File: config.mk
export PLATFORM = sky130hd
export DESIGN_NAME = fifo_burst_drain
export DESIGN_NICKNAME = d
export VERILOG_FILES = /design/src/rtl/fifo_burst_drain.sv
export SDC_FILE = /design/constraint.sdc
export NUM_CORES = 1
export LEC_CHECK = 0
export BUFFER_PORTS_ARGS = -buffer_cell sky130_fd_sc_hd__buf_2
export CAP_MARGIN = 20
export CORE_ASPECT_RATIO = 1.75
export CORE_MARGIN = 8
export CORE_UTILIZATION = 50
export DETAILED_ROUTE_END_ITERATION = 12
export PLACE_DENSITY = 0.66
export REMOVE_ABC_BUFFERS = 1
export SYNTH_ARGS = -nofsm -noshare
export SYNTH_HDL_FRONTEND = slang
export SYNTH_SLANG_ARGS = --single-unit
File: constraint.sdc
create_clock -name clk -period 3.55 [get_ports clk]
set_input_delay 0.5325 -clock clk [delete_from_list [all_inputs] [get_ports clk]]
set_output_delay 0.5325 -clock clk [all_outputs]
set_load 0.005 [all_outputs]
File: src/rtl/fifo_burst_drain.sv
// -----------------------------------------------------------------------------
// fifo_burst_drain
//
// Downstream stage of the 64x8 watermark FIFO. While the FIFO's low-watermark
// flag is clear, it reads the FIFO in fixed bursts of BURST_LEN words. Each
// word is captured one cycle after its read strobe and pushed into a small
// circular buffer. The buffer is presented on a valid/ready stream, and the
// final beat of every burst is tagged with m_last.
//
// Ports
//   clk         in   rising-edge clock
//   rst_n       in   synchronous active-low reset (shared with the FIFO)
//   fifo_empty  in   FIFO low-watermark flag (1 when FIFO count < 16)
//   fifo_dout   in   FIFO read data, valid the cycle after fifo_rd_en
//   fifo_rd_en  out  FIFO read strobe (registered)
//   m_data      out  stream data (head of buffer, 0 when empty)
//   m_last      out  stream last-beat-of-burst flag
//   m_valid     out  stream valid (buffer not empty)
//   m_ready     in   stream ready from consumer
//   busy        out  burst active or any beat in flight / buffered
//
// Optional build macro FIFO_BURST_DRAIN_STAT_EN adds:
//   burst_cnt   out  saturating count of bursts started
//   stall_cnt   out  saturating count of cycles with m_valid && !m_ready
//
// Parameter constraints: BUF_DEPTH is a power of 2 and at least 2, and
// BUF_DEPTH >= BURST_LEN. BURST_LEN <= 16 so that one burst never underruns
// the FIFO.
// -----------------------------------------------------------------------------
module fifo_burst_drain #(
   parameter int WIDTH     = 8,
   parameter int BURST_LEN = 8,
   parameter int BUF_DEPTH = 16
) (
   input  logic             clk,
   input  logic             rst_n,
   input  logic             fifo_empty,
   input  logic [WIDTH-1:0] fifo_dout,
   output logic             fifo_rd_en,
   output logic [WIDTH-1:0] m_data,
   output logic             m_last,
   output logic             m_valid,
   input  logic             m_ready,
   output logic             busy
`ifdef FIFO_BURST_DRAIN_STAT_EN
   ,
   output logic [15:0]      burst_cnt,
   output logic [15:0]      stall_cnt
`endif
);

   localparam int PW = $clog2(BUF_DEPTH);
   localparam int OW = $clog2(BUF_DEPTH) + 1;
   localparam int BW = (BURST_LEN > 1) ? $clog2(BURST_LEN) : 1;

   localparam logic [OW-1:0] OCC_LIMIT = OW'(BUF_DEPTH - BURST_LEN);
   localparam logic [BW-1:0] BEAT_LAST = BW'(BURST_LEN - 1);

   typedef enum logic {IDLE, BURST} state_t;

   state_t           state_q, state_d;
   logic [BW-1:0]    beat_q, beat_d;
   logic             rd_en_q, rd_en_d;
   logic             pend_q;
   logic             pend_last_q;
   logic [PW-1:0]    wptr_q, rptr_q;
   logic [OW-1:0]    cnt_q;
   logic [OW-1:0]    occ_q, occ_d;
   logic [OW-1:0]    occ_after_pop;
   logic [WIDTH:0]   mem_q [BUF_DEPTH];
   logic             push, pop;

   assign push = pend_q;
   assign pop  = m_valid && m_ready;

   // occ counts buffered entries plus reads still in flight.
   // The start-of-burst check sees this cycle's pop so that a slot being
   // freed right now already counts as free space.
   always_comb begin
      occ_after_pop = pop ? occ_q - OW'(1) : occ_q;
      occ_d         = occ_q;
      unique case ({rd_en_q, pop})
         2'b10:   occ_d = occ_q + OW'(1);
         2'b01:   occ_d = occ_q - OW'(1);
         default: occ_d = occ_q;
      endcase
   end

   // ---------------------------------------------------------------- state reg
   always_ff @(posedge clk) begin
      if (!rst_n) begin
         state_q     <= IDLE;
         beat_q      <= '0;
         rd_en_q     <= 1'b0;
         pend_q      <= 1'b0;
         pend_last_q <= 1'b0;
         wptr_q      <= '0;
         rptr_q      <= '0;
         cnt_q       <= '0;
         occ_q       <= '0;
      end else begin
         state_q     <= state_d;
         beat_q      <= beat_d;
         rd_en_q     <= rd_en_d;
         pend_q      <= rd_en_q;
         pend_last_q <= rd_en_q && (beat_q == BEAT_LAST);
         occ_q       <= occ_d;
         if (push) wptr_q <= wptr_q + PW'(1);
         if (pop)  rptr_q <= rptr_q + PW'(1);
         unique case ({push, pop})
            2'b10:   cnt_q <= cnt_q + OW'(1);
            2'b01:   cnt_q <= cnt_q - OW'(1);
            default: cnt_q <= cnt_q;
         endcase
      end
   end

   // Buffer storage is not reset. The pointers and count are reset, and the
   // outputs are gated with m_valid, so stale entries are never visible.
   always_ff @(posedge clk) begin
      if (rst_n && push) mem_q[wptr_q] <= {pend_last_q, fifo_dout};
   end

   // --------------------------------------------------------------- next state
   always_comb begin
      state_d = state_q;
      beat_d  = beat_q;
      unique case (state_q)
         IDLE: begin
            if (!fifo_empty && (occ_after_pop <= OCC_LIMIT)) state_d = BURST;
         end
         BURST: begin
            // fifo_empty is ignored here. Qualification at the start of the
            // burst already guarantees enough words for the whole burst.
            if (beat_q == BEAT_LAST) begin
               state_d = IDLE;
               beat_d  = '0;
            end else begin
               beat_d  = beat_q + BW'(1);
            end
         end
         default: state_d = IDLE;
      endcase
   end

   // ------------------------------------------------------------------ outputs
   always_comb begin
      rd_en_d    = (state_d == BURST);
      fifo_rd_en = rd_en_q;
      m_valid    = (cnt_q != '0);
      m_data     = m_valid ? mem_q[rptr_q][WIDTH-1:0] : '0;
      m_last     = m_valid ? mem_q[rptr_q][WIDTH]     : 1'b0;
      busy       = (state_q == BURST) || (occ_q != '0);
   end

`ifdef FIFO_BURST_DRAIN_STAT_EN
   logic [15:0] burst_cnt_q;
   logic [15:0] stall_cnt_q;

   always_ff @(posedge clk) begin
      if (!rst_n) begin
         burst_cnt_q <= '0;
         stall_cnt_q <= '0;
      end else begin
         if ((state_q == IDLE) && (state_d == BURST) && (burst_cnt_q != '1))
            burst_cnt_q <= burst_cnt_q + 16'd1;
         if (m_valid && !m_ready && (stall_cnt_q != '1))
            stall_cnt_q <= stall_cnt_q + 16'd1;
      end
   end

   assign burst_cnt = burst_cnt_q;
   assign stall_cnt = stall_cnt_q;
`endif

endmodule
==> run summary <==
Status - finished, final reports clean
Die Ht - 174 µm
Slew at the pin with the worst max-slew slack - 0.797 ns
Commonest non-fill, non-tap cells in the layout - edfxtp_1 (144), mux4_2 (45), and2_1 (31)
Initial antenna violation count - 0
Setup Skew - 0.0119 ns
Die Span X - 106 µm
CTS buffer count - 17
Cell variety after synth - 37
Overall global routing resource usage - 0.153
Core region area - 0.0139 mm²
Worst reg2reg startpoint - cnt_q[1]
Syn-to-layout area delta - 12.7%
Final Hold Vio Count - 0
WP data arrival - 3.44 ns
WP data required - 3.90 ns
Detailed Routing Iterations Pass 1 - 4
Depth of the worst register-to-register path - 11
Tightest Hold Check Type - primary input to flip-flop
Cell count after synthesis - 407
Post-synth EDFFs - 144
CP Capture Type - flip-flop
Relative slew slack - 0.468
Critical R2R Capture - cnt_q[4]
Highest net fanout along the worst path - 11
DR vias/cell - 5.80
Number of core rows - 57
Postcts setup bufs - 0
Fin nets - 459
PwrDens - 677 mW/mm²
Part of the cycle the worst path needs - 0.871
Startpoint types - flip-flop
GP Congestion - 0.830
CTS clk-pin slew, worst paths - 0.07 ns
Async SR Flop Fraction - 0
Hold buffers post-CTS - 0
Final Critical Period - 3.09 ns
Reg2Reg Setup Slack - 0.46 ns
Worst IR Drop VDD - 0.510 mV
Synth area leader - edfxtp_1
Crit path kind - flip-flop to flip-flop
DRC - 0
CTS H-tree depth - 4
Pins Over Slew Limit - 0
Max Fclk - 0.324 GHz
Clock Latency Late Sink - 0.42 ns
DRT iter0 DRCs - 184
Fraction of layout cells with a size suffix above 1 - 0.237
Commonest non-fill, non-tap cell in the layout - edfxtp_1
# port buffers - 23
Final WL - 13300 µm
Die ar. - 0.0184 mm²
Ys flop type - edfxtp_1
Max cap viols - 0
TritonCTS clock tree - done
Synth warnings - 0
Post-Place Setup Slack - 0.486 ns
# setup viols final - 0
Io pins - 24
Vias in the first global route - 3743
Post-Syn Area - 0.00711 mm²
First-pass GRT wire length - 20700 µm
Max Root-Sink Buffers - 2
Synth area leaders - edfxtp_1 (61%), mux4_2 (14%), dfxtp_1 (7.9%), and2_1 (2.7%), ha_1 (2.3%)
Leak - 2.70 nW
DP HPWL - 8180 µm
RSZ-0062 raised after global routing - false
CP endpoint - cnt_q[4]
Initial Util - 0.511
Vias - 3620
Pin count of the biggest net entering global routing - 37
Setup TNS - 0 ns
Global route overflow - 0
Synthesis-stage register bit count - 172
Post-synth top area share - 0.608
Setup ws final - 0.460 ns
Clk root buf - clkbuf_16
Sequential share of the synthesized area - 0.687
DR WL/cell - 21.2 µm
Post_cts resized - 0
N_diodes - 0
Avg Cell Area, Syn - 17.5 µm²
CTS Sinks - 172
Routed Antenna Nets - 0
Crit path from - cnt_q[1]
## worst max-delay path, stage by stage (launching register included)
cell and delay, ns:
dfxtp_1 0.38, or4_1 0.56, o21ai_2 0.23, inv_1 0.17
ha_1 0.35, xor2_1 0.19, ha_1 0.23, nand2_1 0.07
o21ai_0 0.14, o31ai_1 0.27, mux2i_1 0.26, mux2i_1 0.19
## registers in the layout, summed over array words and instances, names as in the netlist, named ones only
signal and flops:
wptr_q 4, occ_q 5, mem_q 144, beat_q 3, fifo_rd_en 1, pend_q 1, pend_last_q 1, rptr_q 4
cnt_q 5
## logic make-up after synthesis
family / Yosys count / share of synthesized area
AO/OA/AOI/OAI: 27 / 0.0245
adder cells (fa/ha/maj): 13 / 0.0229
AND/OR/NAND/NOR: 98 / 0.0760
multiplexers: 51 / 0.151
flip-flops: 172 / 0.687
buffers and inverters: 32 / 0.0211
XOR/XNOR: 14 / 0.0173
## metal layers
metal / wire length (µm) / global-route usage / vias up
met5: 0 / 0 / -
met3: 577 / 0.0302 / 13
met1: 4870 / 0.170 / 1879
li1: - / - / 1629
met2: 7620 / 0.276 / 99
met4: 184 / 0.0590 / 0
## Yosys cell counts, types with 4 or more instances
cell        n
nor3_1      5
dfxtp_1    28
xnor2_1     8
nand2_1    14
nor2_1     11
buf_1       4
nor2b_1    17
mux4_2     45
a21oi_1     7
inv_1      13
ha_1       13
nand3_1     7
and2_1     31
nand2b_1    5
mux2i_1     6
edfxtp_1  144
o21ai_0     7
clkbuf_1    8
xor2_1      6
## power breakdown
part,leakage (nW),internal (mW),switching (mW)
registers,1.54,2.26,0.101
logic,0.852,0.532,0.586
clock network,0.307,1.14,0.803
total,2.70,3.93,1.49
## worst min-delay path by stage
stage,from,slack (ns),endpoint,cells past startpoint
floorplan,cnt_q[3],0.47,cnt_q[3],2
global placement,rptr_q[1],0.49,rptr_q[1],2
detailed placement,rptr_q[1],0.50,rptr_q[1],2
CTS,fifo_empty,0.45,fifo_rd_en,4
global route,fifo_dout[7],0.48,mem_q[1][7],1
finish,fifo_empty,0.47,fifo_rd_en,4
## stage by stage
step	cell area [µm²]	util	power (mW)	cells	hold WS [ns]
after floorplan	7010	-	3.16	388	0.471
after global placement	7390	0.531	3.52	592	0.492
after detailed placement	7390	0.531	3.55	592	0.502
after CTS	8010	0.576	5.48	624	0.449
after global routing	8010	0.576	5.68	624	0.478
final	8010	0.576	5.42	624	0.466
## cell type report
class	instances	area [µm²]
fill	1080	5890
sequential	172	4890
multi-input combinational	203	2070
clock buffer	17	425
tap	177	221
clock inverter	15	200
timing repair buffer	27	158
inverter	13	48.8
No activity file was read; power rests on OpenSTA's default activity.
